$ cat src/rtl/sched_sequencer.sv
// sched_sequencer
//   Loads a schedule of CTRL_DEPTH control words into a buffer controller,
//   then runs it for a number of iterations, one control word period each.
//
//   Ports
//     clk, rst            clock (rising edge), synchronous active-high reset
//     cfg_valid/ready     schedule word handshake; cfg_word data, cfg_last marks final word
//     run_req, num_iter   start a run of num_iter iterations (0 = until abort)
//     abort               stop at the next iteration boundary
//     ctrl_in, load_ctrl  word and write strobe to the buffer controller
//     start_ctrl          one-cycle pulse on the first cycle of a run
//     stop_ctrl           one-cycle pulse on the last cycle of a run
//     busy                loading or running
//     done                one-cycle pulse on natural completion
//     aborted, err        sticky: last run ended by abort / last load had wrong length
//     iter_cnt            completed iterations in the current run
//
//   CTRL_DEPTH must be at least 2 so start_ctrl and stop_ctrl land in
//   different cycles.
module sched_sequencer #(
   parameter int CTRL_WIDTH = 24,
   parameter int CTRL_DEPTH = 48,
   parameter int ITER_W     = 16
) (
   input  logic                  clk,
   input  logic                  rst,
   input  logic                  cfg_valid,
   output logic                  cfg_ready,
   input  logic [CTRL_WIDTH-1:0] cfg_word,
   input  logic                  cfg_last,
   input  logic                  run_req,
   input  logic [ITER_W-1:0]     num_iter,
   input  logic                  abort,
   output logic [CTRL_WIDTH-1:0] ctrl_in,
   output logic                  load_ctrl,
   output logic                  start_ctrl,
   output logic                  stop_ctrl,
   output logic                  busy,
   output logic                  done,
   output logic                  aborted,
   output logic                  err,
   output logic [ITER_W-1:0]     iter_cnt
);

   // One extra count value lets the pad counter run one past the last word,
   // which keeps cfg_ready low through the final pad strobe.
   localparam int CNT_W = $clog2(CTRL_DEPTH + 1);
   localparam logic [CNT_W-1:0] LAST_IDX = CNT_W'(CTRL_DEPTH - 1);
   localparam logic [CNT_W-1:0] PAD_END  = CNT_W'(CTRL_DEPTH);

   typedef enum logic [1:0] {S_IDLE, S_LOAD, S_LOADED, S_RUN} state_t;

   state_t                state_reg;
   logic [CNT_W-1:0]      wcnt_reg;
   logic [CNT_W-1:0]      phase_reg;
   logic [ITER_W-1:0]     iter_reg;
   logic [ITER_W-1:0]     num_reg;
   logic                  pad_reg;
   logic                  pend_reg;
   logic [CTRL_WIDTH-1:0] ctrl_reg;
   logic                  load_reg;
   logic                  start_reg;
   logic                  stop_reg;
   logic                  done_reg;
   logic                  aborted_reg;
   logic                  err_reg;

   logic                  xfer;
   logic [CNT_W-1:0]      word_idx;
   logic [CNT_W-1:0]      phase_next;
   logic [ITER_W-1:0]     iter_inc;
   logic [ITER_W-1:0]     iter_next;
   logic                  pend_next;
   logic                  finish_next;

   assign cfg_ready  = (state_reg != S_RUN) && !pad_reg;
   assign busy       = (state_reg == S_LOAD) || (state_reg == S_RUN);
   assign ctrl_in    = ctrl_reg;
   assign load_ctrl  = load_reg;
   assign start_ctrl = start_reg;
   assign stop_ctrl  = stop_reg;
   assign done       = done_reg;
   assign aborted    = aborted_reg;
   assign err        = err_reg;
   assign iter_cnt   = iter_reg;

   // Look-ahead terms: stop_ctrl/done are registered, so they are decided one
   // edge early from what phase, iteration and pending flag will be next.
   always_comb begin
      xfer        = cfg_valid & cfg_ready;
      word_idx    = (state_reg == S_LOAD) ? wcnt_reg : '0;
      phase_next  = (phase_reg == LAST_IDX) ? '0 : phase_reg + CNT_W'(1);
      iter_inc    = (&iter_reg) ? iter_reg : iter_reg + ITER_W'(1);
      iter_next   = (phase_reg == LAST_IDX) ? iter_inc : iter_reg;
      pend_next   = pend_reg | abort;
      finish_next = (num_reg != '0) && (iter_next == num_reg - ITER_W'(1));
   end

   always_ff @(posedge clk) begin
      if (rst) begin
         state_reg   <= S_IDLE;
         wcnt_reg    <= '0;
         phase_reg   <= '0;
         iter_reg    <= '0;
         num_reg     <= '0;
         pad_reg     <= 1'b0;
         pend_reg    <= 1'b0;
         ctrl_reg    <= '0;
         load_reg    <= 1'b0;
         start_reg   <= 1'b0;
         stop_reg    <= 1'b0;
         done_reg    <= 1'b0;
         aborted_reg <= 1'b0;
         err_reg     <= 1'b0;
      end else begin
         load_reg  <= 1'b0;
         start_reg <= 1'b0;
         stop_reg  <= 1'b0;
         done_reg  <= 1'b0;

         if (state_reg == S_RUN) begin
            if (stop_reg) begin
               // Last cycle of the run: the wrap still counts as a completed
               // iteration, and done_reg tells completion from abort.
               state_reg <= S_LOADED;
               phase_reg <= '0;
               iter_reg  <= iter_inc;
               pend_reg  <= 1'b0;
               if (!done_reg)
                  aborted_reg <= 1'b1;
            end else begin
               phase_reg <= phase_next;
               iter_reg  <= iter_next;
               pend_reg  <= pend_next;
               stop_reg  <= (phase_next == LAST_IDX) && (finish_next || pend_next);
               done_reg  <= (phase_next == LAST_IDX) && finish_next;
            end
         end else if (pad_reg) begin
            // Filling out a short schedule with zero words.
            if (wcnt_reg == PAD_END) begin
               pad_reg   <= 1'b0;
               wcnt_reg  <= '0;
               state_reg <= S_IDLE;
            end else begin
               load_reg <= 1'b1;
               ctrl_reg <= '0;
               wcnt_reg <= wcnt_reg + CNT_W'(1);
            end
         end else if (xfer) begin
            // A transfer wins over run_req; from IDLE/LOADED it is word 0.
            load_reg <= 1'b1;
            ctrl_reg <= cfg_word;
            if (cfg_last && word_idx == LAST_IDX) begin
               state_reg <= S_LOADED;
               wcnt_reg  <= '0;
               err_reg   <= 1'b0;
            end else if (cfg_last) begin
               state_reg <= S_LOAD;
               err_reg   <= 1'b1;
               pad_reg   <= 1'b1;
               wcnt_reg  <= word_idx + CNT_W'(1);
            end else if (word_idx == LAST_IDX) begin
               state_reg <= S_IDLE;
               wcnt_reg  <= '0;
               err_reg   <= 1'b1;
            end else begin
               state_reg <= S_LOAD;
               wcnt_reg  <= word_idx + CNT_W'(1);
            end
         end else if (state_reg == S_LOADED && run_req) begin
            state_reg   <= S_RUN;
            start_reg   <= 1'b1;
            num_reg     <= num_iter;
            phase_reg   <= '0;
            iter_reg    <= '0;
            pend_reg    <= 1'b0;
            aborted_reg <= 1'b0;
         end
      end
   end

endmodule

$ cat config.mk
export PLATFORM = sky130hd
export DESIGN_NAME = sched_sequencer
export DESIGN_NICKNAME = d
export VERILOG_FILES = /design/src/rtl/sched_sequencer.sv
export SDC_FILE = /design/constraint.sdc
export NUM_CORES = 1
export LEC_CHECK = 0
export CORE_ASPECT_RATIO = 0.6
export CORE_MARGIN = 2
export CORE_UTILIZATION = 33
export CTS_BUF_LIST = sky130_fd_sc_hd__clkbuf_8
export CTS_CLUSTER_DIAMETER = 200
export DETAILED_ROUTE_END_ITERATION = 10
export GPL_ROUTABILITY_DRIVEN = 0
export PLACE_DENSITY = 0.56
export REMOVE_ABC_BUFFERS = 1
export SYNTH_ARGS = -nofsm -noshare
export SYNTH_HDL_FRONTEND = slang
export SYNTH_SLANG_ARGS = --single-unit
$ cat constraint.sdc
create_clock -name clk -period 5 [get_ports clk]
set_clock_uncertainty 0.05 [all_clocks]
set_input_delay 1.5 -clock clk [delete_from_list [all_inputs] [get_ports clk]]
set_output_delay 1.5 -clock clk [all_outputs]
set_load 0.01 [all_outputs]
==> flow_summary.toml, run 1 <==
[min_path]
worst_hold_path.num_cells = 2
min_path_type = "reg -> reg"

[sta]
max_freq_mhz = 275.6
rsz0062_at_grt = "false"
slew_violations = 0
tns_ns = 0
finalCriticalPeriod_ns = 3.629
relSlewSlack_pct = 27.10
tightestPinTransition_ns = 1.094
hold_viol = 0
setup_violations = 0
finalCritPeriodShare_pct = 72.58

[layout]
seq_area_um2 = 1562
drive_above_1_share_pct = 4.778
multi_input_area_um2 = 2590
antenna_cells = 0
largest_register_ffs = 24
finalInstanceArea_um2 = 5524
final.fill_count = 1295
fin_nets = 657
area_growth_pct = 28.01

[route]
drt-initial-drc-count = 353
wl_um = 12710
ant_nets = 0
viasPerCell = 5.431
firstDrtPassIters = 4
drc = 0
wire_per_inst_um = 16.35
routed-via-count = 4220

[worst_setup_path]
arrival_ns = 2.08
regToRegSetupSlack_ns = 1.83
path_buf_inv = 1
crit_cells = 3
slowest_delay_ns = 0.54
cp.required_ns = 3.45
path_cells = "and2_1, nor2_1, clkdlybuf4s50_1"
path_delay_family = "simple AND/OR/NAND/NOR gates"
endpoint_kind = "output port"
reg2reg_depth = 8
worst-setup-path-type = "reg -> out"
cpMaxStageDelayCell = "dfxtp_1"
cp_max_fo = 13
start_kind = "register"

[clock_network]
cts_inserted_buffers = 9
ctsHtreeMaxLevel = 3
clk_pin_slew_ns = 0.09
cts.path.max_buffers = 2
cts.repair.resized = 0
clock_sinks = 78
cts_root_buffer = "clkbuf_8"
cts_tree = "done"
clock_latency_ns = 0.36
postCtsHoldBufs = 0
post-cts-setup-buffer-count = 0

[place]
portBuffers = 93
hpwl_um = 9421
dpl_cell_area_um2 = 5358

[global_route]
overflow = 0
grt_pass1_wl_um = 20480
grt_use_total_pct = 18.59
grt_pass1_vias = 3875
antenna_found_initial = 0
grt_max_degree = 55

[floorplan]
rows = 32
initial_utilization_pct = 33.68
fp.dieArea_um2 = 14040
fp.coreArea_um2 = 12810
die_w_um = 151.6
die_h_um = 92.58
io_pins = 94

[run]
max-cap-violations = 0

[synth]
yosysTopAreaCell = "dfxtp_1"
synth_area_um2 = 4315
synth_flop_cell = "dfxtp_1"
async_flop_share_pct = 0
ys_types = 60
synth-edff-count = 0
ys_ff_latch = 78
postSynthCellCount = 529
seq_area_frac_synth_pct = 36.18
ys.warnings.count = 0
synth_top_area_share_pct = 36.18
synth_area_leaders = "dfxtp_1, nand2_1, xnor2_1"
avgSynthCellArea_um2 = 8.158

[power]
max-vdd-ir-drop_uv = 103.2
p_per_area_nw_per_um2 = 251.2
p_leak_nw = 1.904

[outcome]
status = "complete, no violations"
## cell type report
class / instances / area share, %
Clock buffer: 10 / 2.492
Inverter: 10 / 0.6795
Tap cell: 170 / 3.851
Timing Repair Buffer: 97 / 17.30
Clock inverter: 5 / 0.5210
Multi-Input combinational cell: 407 / 46.89
Sequential cell: 78 / 28.27
## synth_stat cells (all sizes together) (3+ instances only)
cell / instances
a21oi: 42
nand2: 61
nand4: 10
o21ai: 31
nand3b: 6
mux2i: 6
xnor2: 26
nor4: 6
clkbuf: 27
o211ai: 4
and3: 8
o31ai: 6
xor2: 9
nor2: 44
buf: 7
ha: 8
a311oi: 9
a221oi: 3
or4: 3
a21boi: 3
nand3: 19
or3: 3
a22oi: 5
and2: 3
dfxtp: 78
nor3: 17
a22o: 25
a31oi: 5
nor2b: 3
inv: 10
nand2b: 6
and4: 7
## cell families (layout without fill, tap and decap cells)
group / count (synthesis) / count (layout) / synth area share, %
AO/OA/AOI/OAI: 152 / 152 / 24.09
XOR/XNOR: 36 / 36 / 7.626
flip-flops: 78 / 78 / 36.18
adder cells (fa/ha/maj): 8 / 8 / 2.320
multiplexers: 6 / 6 / 1.392
AND/OR/NAND/NOR: 205 / 205 / 24.38
buffers and inverters: 44 / 122 / 4.001
## per-stage QoR
stage                     util, %  setup slack (ns)  hold WS, ns  instances  total power (W)
after CTS                   43.12             1.363       0.4379        777         0.001406
final                       43.12             1.371       0.4301        777         0.001388
after detailed placement    41.82             1.426       0.4170        762        0.0009735
after global placement      41.82             1.475       0.4038        762        0.0009710
after floorplan                 -             1.736       0.3903        495        0.0008425
after global routing        43.12             1.220       0.4508        777         0.001455
## routing by layer
metal  GRT usage (%)  wire [µm]  vias up
li1                -          -     2098
met1           28.72       6600     1977
met2           25.38       5150      132
met3           4.729        817       13
met4           4.167        137        0
met5               0          0        -
## path summary, 6_finish.rpt
path                startpoint   endpoint
setup / recovery  state_reg[0]  cfg_ready
hold / removal             err        err
setup reg to reg  phase_reg[0]       done
hold reg to reg            err        err
## worst register-to-register path, cell delays in order, from the launching register on
cell and delay, ns:
dfxtp_1 0.44, ha_1 0.29, nand3_1 0.22, nor4_1 0.74
o21ai_0 0.32, xnor2_1 0.21, nor4_1 0.29, nand4_2 0.22
nor3_1 0.28
## report_power, final
part / switching (W) / internal (W) / total [W]
clock network: 0.000240 / 0.000188 / 0.000428
registers: 0.0000273 / 0.000651 / 0.000678
logic: 0.000137 / 0.000145 / 0.000282
total: 0.000404 / 0.000984 / 0.00139
## placed cells by master (no fill, tap or decap), types with 10 or more instances in the layout
master | Yosys | final
clkdlybuf4s50_1 | 0 | 92
dfxtp_1 | 78 | 78
nand2_1 | 61 | 61
nor2_1 | 44 | 44
a21oi_1 | 42 | 41
o21ai_0 | 29 | 29
xnor2_1 | 26 | 26
a22o_1 | 25 | 25
nand3_1 | 19 | 19
nor3_1 | 16 | 15
inv_1 | 10 | 12
clkbuf_8 | 0 | 10
(Power assumes the default switching activity.)
==> run 2, diff against run 1 <==
Settings changed: PLACE_DENSITY 0.56 to 0.58.
Clock period 5 ns to 3.3 ns, I/O delays scaled along.
==> run 2 against run 1 <==
  * Sequential power up 52%
  * Count of clock-buffer cells in the layout down 1
  * Largest power group unchanged
  * Register-to-register slack worse by 1.3 ns
  * Die area unchanged
  * Core utilization up 1.0 points
  * Flip-flop and latch count unchanged
  * Design area up 2.4%
  * Worst hold slack better by 0.00067 ns
  * Highest routed layer unchanged
  * Final cell count up 1.8%
  * First-iteration DRC count down 14%
==> flow_summary.toml, run 2 (same netlist as run 1, synthesis figures left out) <==
[global_route]
grt_max_degree = 54
overflow = 0
grt_use_total_pct = 18.70
grt_pass1_wl_um = 20670
antenna_found_initial = 0
grt_pass1_vias = 3951

[place]
dpl_cell_area_um2 = 5455
dp.cells = 775
portBuffers = 93
hpwl_um = 9545
preCtsSetupSlack_ns = 0.2566

[route]
drc = 0
wl_um = 12840
routed-via-count = 4333
firstDrtPassIters = 5
drt-initial-drc-count = 305
wire_per_inst_um = 16.23
viasPerCell = 5.478
ant_nets = 0

[sta]
slew_violations = 0
max_freq_mhz = 342.4
relSlewSlack_pct = 26.15
finalCritPeriodShare_pct = 88.51
finalCriticalPeriod_ns = 2.921
hold_viol = 0
setup_violations = 0
worst_slack_ns = 0.3792
tns_ns = 0
rsz0062_at_grt = "false"
tightestPinTransition_ns = 1.108

[power]
power_w = 0.002215
max-vdd-ir-drop_uv = 168.7
pwr-share-clk_pct = 34.1
switching_share_pct = 29.19
p_per_area_nw_per_um2 = 391.4
p_sw_w = 0.0006465
internal_power_w = 0.001568
combPwrFrac_pct = 19.5
p_leak_nw = 1.974
seqPwrFrac_pct = 46.5

[worst_setup_path]
endpoint_kind = "output port"
arrival_ns = 1.88
regToRegSetupSlack_ns = 0.52
cp.required_ns = 2.26
cp_max_fo = 13
start_kind = "register"
worst-setup-path-type = "reg -> out"

[min_path]
min_path_type = "reg -> reg"

[floorplan]
fp.coreArea_um2 = 12810
io_pins = 94
die_w_um = 151.6
fp.dieArea_um2 = 14040
rows = 32
initial_utilization_pct = 33.68
die_h_um = 92.58

[clock_network]
clock_sinks = 78
clock_latency_ns = 0.38
cts.repair.resized = 0
cts_tree = "done"
postCtsHoldBufs = 0
post-cts-setup-buffer-count = 0
cts.path.max_buffers = 2
cts_inserted_buffers = 9
clk_pin_slew_ns = 0.10
cts_root_buffer = "clkbuf_8"
ctsHtreeMaxLevel = 3

[layout]
finalInstanceArea_um2 = 5658
fin_nets = 670
area_growth_pct = 31.11
mostFrequentLayoutCells = "clkdlybuf4s50_1, dfxtp_1, nand2_1"
largest_register_ffs = 24
drive_above_1_share_pct = 7.246
final_cells = 791
final_common_cell = "clkdlybuf4s50_1"
antenna_cells = 0

[outcome]
status = "complete, no violations"

[run]
max-cap-violations = 0
## run 2: cell types whose count changed in the layout (fill, tap and decap cells not counted), moves of 2 or more
cell        before  now
buf_4            4   17
inv_6            0    3
inv_1           12   10
clkinvlp_4       1    3
## run 2: final cells by class
type	count	area, µm²
timing repair buffer	110	1054
clock inverter	7	78.83
fill	1292	7154
tap	170	212.7
multi-input combinational	407	2590
sequential	78	1562
clock buffer	9	123.9
inverter	10	37.54
## run 2: worst paths after layout
kind	from	end	depth (start not counted)
hold reg to reg	err	err	2
setup / recovery	state_reg[0]	cfg_ready	3
setup reg to reg	iter_cnt[0]	stop_ctrl	8
hold / removal	err	err	2
## run 2: per-layer routing
metal / wire length [µm] / vias to the layer above / part of all wire (%) / GRT usage [%]
li1: - / 2125 / - / -
met1: 6499 / 2028 / 51 / 28.55
met2: 5162 / 169 / 40 / 25.87
met3: 1054 / 11 / 8.2 / 4.729
met4: 123 / 0 / 0.96 / 4.475
met5: 0 / - / 0 / 0
## run 2: power groups by stage
stage / Combinational [W] / Clock [W] / Sequential [W]
final: 0.000431 / 0.000755 / 0.00103
after CTS: 0.000432 / 0.000776 / 0.00103
after floorplan: 0.000219 / 0 / 0.00106
after detailed placement: 0.000430 / 0 / 0.00105
after global routing: 0.000472 / 0.000812 / 0.00104
after global placement: 0.000422 / 0 / 0.00105
## run 2: critical path, stage by stage, from the launching register on
cell             delay, ns
dfxtp_1               0.43
and2_1                0.22
nor2_1                0.26
clkdlybuf4s50_1       0.60
## run 2: metrics by stage
step	hold WS (ns)	util [%]
after CTS	0.4331	44.16
after detailed placement	0.4135	42.58
final	0.4308	44.16
after floorplan	0.3903	-
after global routing	0.4532	44.16
after global placement	0.4092	42.58
==> run 3, diff against run 2 <==
Settings changed: PLACE_DENSITY 0.58 to not set, PLACE_DENSITY_LB_ADDON set to 0.15.
Clock period 3.3 ns to 2.5 ns, I/O delays scaled along.
==> run 3 against run 2 <==
  * Wire length rose by 6.1%
  * Core utilization rose by 4.0 points
  * Sequential power rose by 30%
  * Combinational power rose by 53%
  * Non-clock buffer count rose by 56
  * First-iteration DRC count fell by 17%
  * Global-route usage rose by 0.53 points
  * Clock power rose by 21%
  * Via count rose by 5.0%
  * Count of clock-buffer cells in the layout did not move
  * Design area rose by 9.2%
  * Die area did not move
  * Largest cell class unchanged
  * Highest routed layer unchanged
==> flow_summary.toml, run 3 (same netlist as run 1, synthesis figures left out) <==
[sta]
tns_ns = 0
setup_violations = 0
tightestPinTransition_ns = 0.6156
finalCritPeriodShare_pct = 95.69
hold_viol = 0
max_freq_mhz = 418.0
slew_violations = 0
worst_slack_ns = 0.1079
finalCriticalPeriod_ns = 2.392
relSlewSlack_pct = 58.96

[global_route]
overflow = 0
grt_use_total_pct = 19.23
grt_pass1_vias = 4107
grt_pass1_wl_um = 21140
antenna_found_initial = 0
grt_max_degree = 55

[power]
p_per_area_nw_per_um2 = 472.8
pwr-share-clk_pct = 31.4
combPwrFrac_pct = 22.6
switching_share_pct = 27.94
max-vdd-ir-drop_uv = 215.4
internal_power_w = 0.002104
p_leak_nw = 2.301
seqPwrFrac_pct = 46.0
p_sw_w = 0.0008158

[worst_setup_path]
cp_max_fo = 3
arrival_ns = 2.57
worst-setup-path-type = "reg -> reg"
endpoint_kind = "register"
path_delay_family = "simple AND/OR/NAND/NOR gates"
cpMaxStageDelayCell = "or4_4"
path_buf_inv = 0
slowest_delay_ns = 0.55
start_kind = "register"
r2r-end = "stop_ctrl"
r2r-start = "num_reg[8]"
reg2reg_depth = 7
crit_cells = 7
regToRegSetupSlack_ns = 0.11
cp.required_ns = 2.68
path_cells = "or4_4, or3_1, or4b_1, o21ai_1, nor4_2, nand4_2, o31ai_2"

[layout]
mostFrequentLayoutCells = "clkdlybuf4s50_1, dfxtp_1, buf_4"
utilization_pct = 48.20
largest_register_ffs = 24
drive_above_1_share_pct = 16.40
area_growth_pct = 43.11
final.fill_count = 1255
final_common_cell = "clkdlybuf4s50_1"
fin_nets = 726
finalInstanceArea_um2 = 6176
seq_area_um2 = 1563
antenna_cells = 0
multi_input_area_um2 = 2654

[clock_network]
clock_latency_ns = 0.36
cts_tree = "done"
ctsHtreeMaxLevel = 3
clock_sinks = 78
cts_inserted_buffers = 9
clk_pin_slew_ns = 0.08
cts_root_buffer = "clkbuf_8"
cts.path.max_buffers = 2

[place]
dpl_cell_area_um2 = 5926
portBuffers = 93
hpwl_um = 10250
preCtsSetupSlack_ns = -0.06224

[route]
firstDrtPassIters = 5
ant_nets = 0
wl_um = 13630
drt-initial-drc-count = 254
wire_per_inst_um = 16.09
viasPerCell = 5.372
routed-via-count = 4550
drc = 0

[min_path]
worstHoldStart = "err"
hold_end = "err"
min_path_type = "reg -> reg"
worst_hold_path.num_cells = 2

[floorplan]
fp.coreArea_um2 = 12810
die_h_um = 92.58
die_w_um = 151.6
rows = 32
initial_utilization_pct = 33.68
io_pins = 94
fp.dieArea_um2 = 14040

[run]
max-cap-violations = 0

[outcome]
status = "complete, no violations"
[run 3: cell types whose count changed in the layout (fill, tap and decap cells not counted), sizes merged]
cell,delta
clkinvlp,-2
dlymetal6s2s,+1
clkdlybuf4s50,-1
clkinv,+2
buf,+56
[run 3: worst min-delay path: cells and delay by family (launching register included)]
family	cells	cell delay, ns
flip-flops	1	0.31
buffers and inverters	1	0.05
AO/OA/AOI/OAI	1	0.06
[run 3: worst max-delay path by stage]
stage / startpoint / to / slack [ns]
after floorplan: wcnt_reg[0] / ctrl_in[0] / -0.11
after detailed placement: cfg_valid / phase_reg[2] / -0.06
after global routing: phase_reg[0] / done / -0.03
after CTS: state_reg[1] / cfg_ready / 0.005
final: num_reg[8] / stop_ctrl / 0.11
after global placement: cfg_valid / phase_reg[2] / 0.02
[run 3: power by group through the flow]
stage / registers, W / logic (W) / clock network, W
5_1_grt: 0.00135 / 0.000720 / 0.00100
4_1_cts: 0.00134 / 0.000655 / 0.000950
2_1_floorplan: 0.00140 / 0.000289 / 0
6_report: 0.00134 / 0.000660 / 0.000916
3_5_place_dp: 0.00137 / 0.000652 / 0
3_3_place_gp: 0.00137 / 0.000643 / 0
[run 3: per-layer routing]
layer	global-route usage, %	vias up	routed length [µm]
li1	-	2234	-
met1	28.84	2132	6810
met2	26.85	175	5611
met3	5.419	9	1110
met4	4.475	0	96
met5	0	-	0
[run 3: area by class of cell]
| type | count | share of cell area, % |
|---|---|---|
| multi-input cells | 407 | 42.97 |
| flip-flops and latches | 78 | 25.30 |
| repair buffers | 166 | 24.72 |
| well taps | 170 | 3.444 |
| clock buffers | 9 | 2.006 |
| clock inverters | 7 | 0.9522 |
| inverters | 10 | 0.6078 |
[run 3: what timing repair did]
| action | 4_1_cts | 5_1_grt |
|---|---|---|
| hold buffers | 0 | 0 |
| endpoints found under the setup margin | 0 | 3 |
| endpoints found under the hold margin | 0 | 0 |
| setup buffers | 0 | 0 |
| resized for setup | 0 | 16 |
[run 3: through the flow]
stage / total power (W) / hold slack (ns) / instances
2_1_floorplan: 0.001685 / 0.3903 / 495
3_3_place_gp: 0.002016 / 0.4061 / 831
3_5_place_dp: 0.002024 / 0.4143 / 831
4_1_cts: 0.002949 / 0.4284 / 847
5_1_grt: 0.003076 / 0.4428 / 847
6_report: 0.002920 / 0.4197 / 847
